**config.mk**
```make
export PLATFORM = sky130hd
export DESIGN_NAME = tick_event_scheduler
export DESIGN_NICKNAME = d
export VERILOG_FILES = /design/src/rtl/tick_event_scheduler.sv
export SDC_FILE = /design/constraint.sdc
export NUM_CORES = 1
export LEC_CHECK = 0
export ABC_CLOCK_PERIOD_IN_PS = 3800
export BUFFER_PORTS_ARGS = -buffer_cell sky130_fd_sc_hd__buf_4
export CAP_MARGIN = 40
export CORE_UTILIZATION = 52
export CTS_CLUSTER_DIAMETER = 120
export DETAILED_ROUTE_END_ITERATION = 12
export GPL_TIMING_DRIVEN = 1
export PLACE_DENSITY = 0.73
export SETUP_SLACK_MARGIN = 0.3
export SLEW_MARGIN = 20
export SYNTH_ARGS = -nofsm -noshare
export SYNTH_HDL_FRONTEND = slang
export SYNTH_SLANG_ARGS = --single-unit
```
**constraint.sdc**
```tcl
create_clock -name clk -period 3.8 [get_ports clk]
set_clock_uncertainty 0.2 [all_clocks]
set_input_delay 0 -clock clk [delete_from_list [all_inputs] [get_ports clk]]
set_output_delay 0 -clock clk [all_outputs]
set_load 0.01 [all_outputs]
```
**src/rtl/tick_event_scheduler.sv**
```systemverilog
// -----------------------------------------------------------------------------
// tick_event_scheduler
//   Collects periodic event requests from the tick generators and serves them
//   one at a time onto the single shared transmitter. A rising tick sets a
//   pending flag. Pending flags are granted round-robin over a valid/ack
//   handshake. After each accepted grant the block waits for tx_done, with a
//   timeout. A source that ticks again before it was served raises a sticky
//   overrun flag.
//
// Ports
//   clk          in   1      system clock
//   rst          in   1      synchronous reset, active-high
//   tick         in   N_REQ  generator outputs; a rising edge of bit i requests source i
//   grant_valid  out  1      grant offered to the transmitter
//   grant_id     out  ID_W   source being granted; stable while grant_valid=1
//   grant_ack    in   1      transmitter accepts the grant (valid & ack)
//   tx_done      in   1      one-cycle pulse: current transmission finished
//   busy         out  1      1 while offering or waiting for tx_done
//   timeout_err  out  1      one-cycle pulse when the tx_done wait times out
//   overrun      out  N_REQ  sticky per-source overrun flags
//   overrun_clr  in   N_REQ  write-1-to-clear for the overrun flags
// -----------------------------------------------------------------------------
module tick_event_scheduler #(
    parameter int N_REQ   = 4,
    parameter int ID_W    = 2,
    parameter int TIMEOUT = 1000,
    parameter int CNT_W   = 10
) (
    input  logic             clk,
    input  logic             rst,
    input  logic [N_REQ-1:0] tick,
    output logic             grant_valid,
    output logic [ID_W-1:0]  grant_id,
    input  logic             grant_ack,
    input  logic             tx_done,
    output logic             busy,
    output logic             timeout_err,
    output logic [N_REQ-1:0] overrun,
    input  logic [N_REQ-1:0] overrun_clr
);

    typedef enum logic [1:0] {
        IDLE      = 2'd0,
        OFFER     = 2'd1,
        WAIT_DONE = 2'd2
    } state_t;

    state_t             state;
    logic [N_REQ-1:0]   tick_q;
    logic [N_REQ-1:0]   pending;
    logic [ID_W-1:0]    last_id;
    logic [CNT_W-1:0]   timer;

    logic [N_REQ-1:0]   rise;
    logic [N_REQ-1:0]   clr;
    logic [N_REQ-1:0]   pending_n;
    logic [N_REQ-1:0]   overrun_n;
    logic               handshake;
    logic [ID_W-1:0]    winner;

    // Round-robin pick: the pending source closest after 'last' (wrapping)
    // wins. Distance 0 is last+1, distance N_REQ-1 is last itself.
    function automatic logic [ID_W-1:0] rr_pick(input logic [N_REQ-1:0] req,
                                                 input logic [ID_W-1:0]  last);
        logic [ID_W-1:0] pick;
        int              best_d;
        int              d;
        pick   = '0;
        best_d = N_REQ;
        for (int i = 0; i < N_REQ; i++) begin
            d = (i - int'(last) - 1 + 2 * N_REQ) % N_REQ;
            if (req[i] && (d < best_d)) begin
                best_d = d;
                pick   = ID_W'(i);
            end
        end
        return pick;
    endfunction

    assign rise      = tick & ~tick_q;
    assign handshake = (state == OFFER) && grant_ack;
    assign winner    = rr_pick(pending, last_id);

    always_comb begin
        clr = '0;
        for (int i = 0; i < N_REQ; i++) begin
            if (handshake && (grant_id == ID_W'(i))) begin
                clr[i] = 1'b1;
            end
        end
    end

    // A new rise wins over the clear of the same source, and a rise on a
    // source whose request is being served in this very cycle is not an
    // overrun: the new request simply becomes the next pending one.
    assign pending_n = (pending & ~clr) | rise;
    assign overrun_n = (overrun & ~overrun_clr) | (rise & pending & ~clr);

    always_ff @(posedge clk) begin
        // tick_q follows tick even during reset, so a tick that is already
        // high when reset releases is not seen as a rising edge.
        tick_q      <= tick;
        timeout_err <= 1'b0;
        if (rst) begin
            pending     <= '0;
            overrun     <= '0;
            state       <= IDLE;
            last_id     <= ID_W'(N_REQ - 1);
            timer       <= '0;
            grant_valid <= 1'b0;
            grant_id    <= '0;
            busy        <= 1'b0;
        end else begin
            pending <= pending_n;
            overrun <= overrun_n;
            case (state)
                IDLE: begin
                    if (|pending) begin
                        grant_id    <= winner;
                        grant_valid <= 1'b1;
                        busy        <= 1'b1;
                        state       <= OFFER;
                    end
                end
                OFFER: begin
                    // grant_id is frozen here; late requests wait their turn.
                    if (grant_ack) begin
                        grant_valid <= 1'b0;
                        last_id     <= grant_id;
                        timer       <= '0;
                        state       <= WAIT_DONE;
                    end
                end
                WAIT_DONE: begin
                    timer <= timer + CNT_W'(1);
                    if (tx_done) begin
                        state <= IDLE;
                        busy  <= 1'b0;
                    end else if (timer == CNT_W'(TIMEOUT - 1)) begin
                        timeout_err <= 1'b1;
                        state       <= IDLE;
                        busy        <= 1'b0;
                    end
                end
                default: begin
                    state       <= IDLE;
                    busy        <= 1'b0;
                    grant_valid <= 1'b0;
                end
            endcase
        end
    end

endmodule

```
==> impl_metrics.env <==
export IMPL_run_status="finished with violations"
export IMPL_violations="DRC"
export IMPL_synthesis_nets=203
export IMPL_async_flop_share=0
export IMPL_cells_on_worst_hold_path=2
export IMPL_synth_edff_count=0
export IMPL_routedWlPerCell_um=14.4
export IMPL_setup_tns_ns=0
export IMPL_fin_crit_sh=0.898
export IMPL_min_delay_path_class="primary input to register"
export IMPL_remaining_drc_errors=4
export IMPL_netlist_area_um2=1580
export IMPL_diodes=0
export IMPL_grt_setup_unrepaired="true"
export IMPL_pre_cts_ws_ns=0.223
export IMPL_power_sequential_fraction=0.481
export IMPL_layout_commonest_cell="dfxtp_1"
export IMPL_critical_path_depth=13
export IMPL_port_buffers=20
export IMPL_final_setup_viol_count=0
export IMPL_ir_drop_mv=0.216
export IMPL_clockPowerShare=0.252
export IMPL_cts_max_path_buffers=2
export IMPL_dp_hpwl_mm=2.44
export IMPL_finalWeightedCongestion=0.853
export IMPL_global_route_usage_total=0.245
export IMPL_power_switching_share=0.298
export IMPL_worst_setup_hold_path_clk_slew_ns=0.09
export IMPL_first_global_vias=1378
export IMPL_tightest_slew_ns=0.495
export IMPL_core_region_area_um2=2810
export IMPL_hold_viol_final=0
export IMPL_grt_antenna_before_repair=0
export IMPL_final_design_area_no_fill_um2=2010
export IMPL_finalNetCount=240
export IMPL_num_rows=19
export IMPL_via_count=1472
export IMPL_routed_wl_mm=3.60
export IMPL_period_needed_ns=3.41
export IMPL_synth_warnings=0
export IMPL_wire_length_of_the_first_global_routing_pass_mm=6.17
export IMPL_crit_reg2reg_capture="grant_id[0]"
export IMPL_ant_nets=0
export IMPL_cp_data_required_time_ns=3.82
export IMPL_placedInstanceArea_um2=1730
export IMPL_worst_path_dominant_cell_family="compound AO/OA/AOI/OAI gates"
export IMPL_postSynthCellCount=183
export IMPL_worst_slew_margin_rel=0.667
export IMPL_depth_of_the_cts_h_tree=2
export IMPL_fill_cell_count=232
export IMPL_floorplan_die_area_um2=3260
export IMPL_clock_tree_root_cell="clkbuf_4"
export IMPL_synthesized_flop_and_latch_total=31
export IMPL_max_cap_viol_count=0
export IMPL_grt_overflow=0
export IMPL_cp_cell_sequence="ha_4, nand2b_1, o32a_4, ha_4, nand2_1, o211ai_1, and2_4, o21ai_1, ha_2, or2_2, a21boi_2, a311o_1, a311o_1"
export IMPL_hp_start="tick[3]"
export IMPL_reg2reg_slack_ns=0.39
export IMPL_critical_path_reg2reg_startpoint="last_id[0]"
export IMPL_cpMaxStageDelayCell="dfxtp_4"
export IMPL_dieHeight_um=57.1
export IMPL_endpoint_kind="register"
export IMPL_criticalPathCategory="register to register"
export IMPL_numClockSinks=31
export IMPL_tritoncts="done"
export IMPL_maxSlewViolCount=0
export IMPL_area_growth_pct=27.6
export IMPL_most_common_layout_cells="29 x dfxtp_1, 25 x buf_4, 18 x nor2_1"
export IMPL_bufs_and_invs_on_worst_path=0
export IMPL_synth_seq_area_share=0.394
export IMPL_intPower_mw=0.537
export IMPL_power_switching_mw=0.228
export IMPL_clock_insertion_delay_worst_skew_ns=0.33
export IMPL_final_critical_path_setup_slack_ns=0.387
export IMPL_tritoncts_num_buffers=5
export IMPL_initial_utilization=0.562
export IMPL_worst_setup_path_start_kind="register"
export IMPL_layout_cell_share_with_drive_strength_beyond_1=0.227
export IMPL_syn_avg_cell_area_um2=8.61
export IMPL_combinationalPowerShare=0.267
export IMPL_floorplan_die_width_um=57.1
export IMPL_synth_top_flop_cell="dfxtp_1"
export IMPL_number_of_iterations_in_the_first_detailed_routing_pass=8
export IMPL_dr_first_iter_drc_count=74
export IMPL_netlist_cell_type_count=48
export IMPL_timing_critical_path_arrival_ns=3.43
export IMPL_crit_path_max_fo=10
export IMPL_detail_route_vias_per_cell=5.86
export IMPL_total_leakage_power_nw=0.778
export IMPL_fmax_ghz=0.293
export IMPL_power_per_cell_area_nw_per_um2=380
export IMPL_design_portCount=21
export IMPL_maximum_number_of_pins_on_one_net_before_global_route_repair=26
export IMPL_hold_end="tick_q[3]"
export IMPL_critical_path_max_stage_delay_ns=0.40
export IMPL_worstRegToRegCells=13
[worst register-to-register path: stages (launching register included)]
cell and delay (ns):
dfxtp_4 0.40, ha_4 0.29, nand2b_1 0.08, o32a_4 0.34
ha_4 0.26, nand2_1 0.04, o211ai_1 0.24, and2_4 0.20
o21ai_1 0.07, ha_2 0.34, or2_2 0.12, a21boi_2 0.06
a311o_1 0.32, a311o_1 0.35
[per-layer routing]
metal / wire (µm) / GRT usage
met1: 1600 / 0.304
met2: 1760 / 0.402
met3: 203 / 0.0680
met5: 0 / 0
met4: 40 / 0.105
[power groups by stage]
stage / Combinational [mW] / Sequential, mW / Clock (mW)
after floorplan: 0.115 / 0.367 / 0
after global placement: 0.148 / 0.372 / 0
after detailed placement: 0.156 / 0.374 / 0
after CTS: 0.169 / 0.367 / 0.202
after global routing: 0.227 / 0.371 / 0.214
final: 0.204 / 0.368 / 0.193
[metrics by stage]
step                      instances  utilization  power, mW  hold slack, ns
after floorplan                 183            -      0.481          -0.172
after global placement          226        0.616      0.520         -0.0882
after detailed placement        226        0.616      0.529         -0.0846
after CTS                       246        0.687      0.737           0.111
after global routing            251        0.717      0.812           0.106
final                           251        0.717      0.764           0.118
[kinds of logic (layout without fill, tap and decap cells)]
family,after synthesis,in the layout,share of synthesized area
and+or+nand+nor,76,76,0.267
AOI/OAI and AO/OA,44,44,0.194
DFF,31,31,0.394
buffers and inverters,18,55,0.0476
adders and majority gates,8,8,0.0635
muxes,3,3,0.0206
xor gates and xnor gates,2,2,0.0111
other,1,1,0.00238
[repair_timing]
| item | CTS | global route |
|---|---|---|
| hold buffers | 13 | 0 |
| endpoints found under the setup margin | 1 | 2 |
| pin swaps | 0 | 5 |
| resized for setup | 2 | 10 |
| buffers inserted | 0 | 5 |
| endpoints found under the hold margin | 30 | 0 |
[flip-flops by register name, summed over array words and instances, names as in the netlist, 2 cells and up]
signal	count
tick_q	4
grant_id	2
state	2
last_id	2
pending	4
overrun	4
timer	10
[synth_stat cells (2+ instances only)]
| cell | instances | area (µm²) |
|---|---|---|
| dfxtp_1 | 31 | 621 |
| nor2_1 | 18 | 67.6 |
| a21oi_1 | 13 | 65.1 |
| nand2_1 | 13 | 48.8 |
| inv_1 | 10 | 37.5 |
| ha_1 | 8 | 100 |
| nand3_1 | 7 | 35.0 |
| o21ai_0 | 6 | 30.0 |
| buf_2 | 5 | 25.0 |
| nor2b_1 | 5 | 31.3 |
| nor3_1 | 5 | 25.0 |
| nand2b_1 | 4 | 25.0 |
| a311oi_1 | 3 | 26.3 |
| and2_1 | 3 | 18.8 |
| nand3b_1 | 3 | 22.5 |
| nor4_1 | 3 | 18.8 |
| o211ai_1 | 3 | 22.5 |
| o31ai_1 | 3 | 22.5 |
| a311o_1 | 2 | 20.0 |
| a31oi_1 | 2 | 12.5 |
| and3b_1 | 2 | 17.5 |
| clkbuf_1 | 2 | 7.51 |
| mux2_2 | 2 | 22.5 |
| nand4_1 | 2 | 12.5 |
| o311ai_0 | 2 | 17.5 |
| or2_2 | 2 | 12.5 |
| or4_1 | 2 | 15.0 |
| xnor2_1 | 2 | 17.5 |
[worst max path at each step]
stage	slack [ns]	from	end
2_1_floorplan	0.49	last_id[0]	grant_id[0]
3_3_place_gp	0.38	last_id[0]	grant_id[0]
3_5_place_dp	0.22	last_id[0]	grant_id[0]
4_1_cts	0.33	last_id[1]	grant_id[0]
5_1_grt	0.26	last_id[0]	grant_id[0]
6_report	0.39	last_id[0]	grant_id[0]
[layout make-up]
cell class,count,area (µm²),area share
inverters,10,37.5,0.0187
repair buffers,38,318,0.158
multi-input cells,134,936,0.465
well taps,31,38.8,0.0193
clock buffers,6,51.3,0.0255
clock inverters,1,5.00,0.00249
flip-flops and latches,31,626,0.311
(Power assumes the default switching activity.)
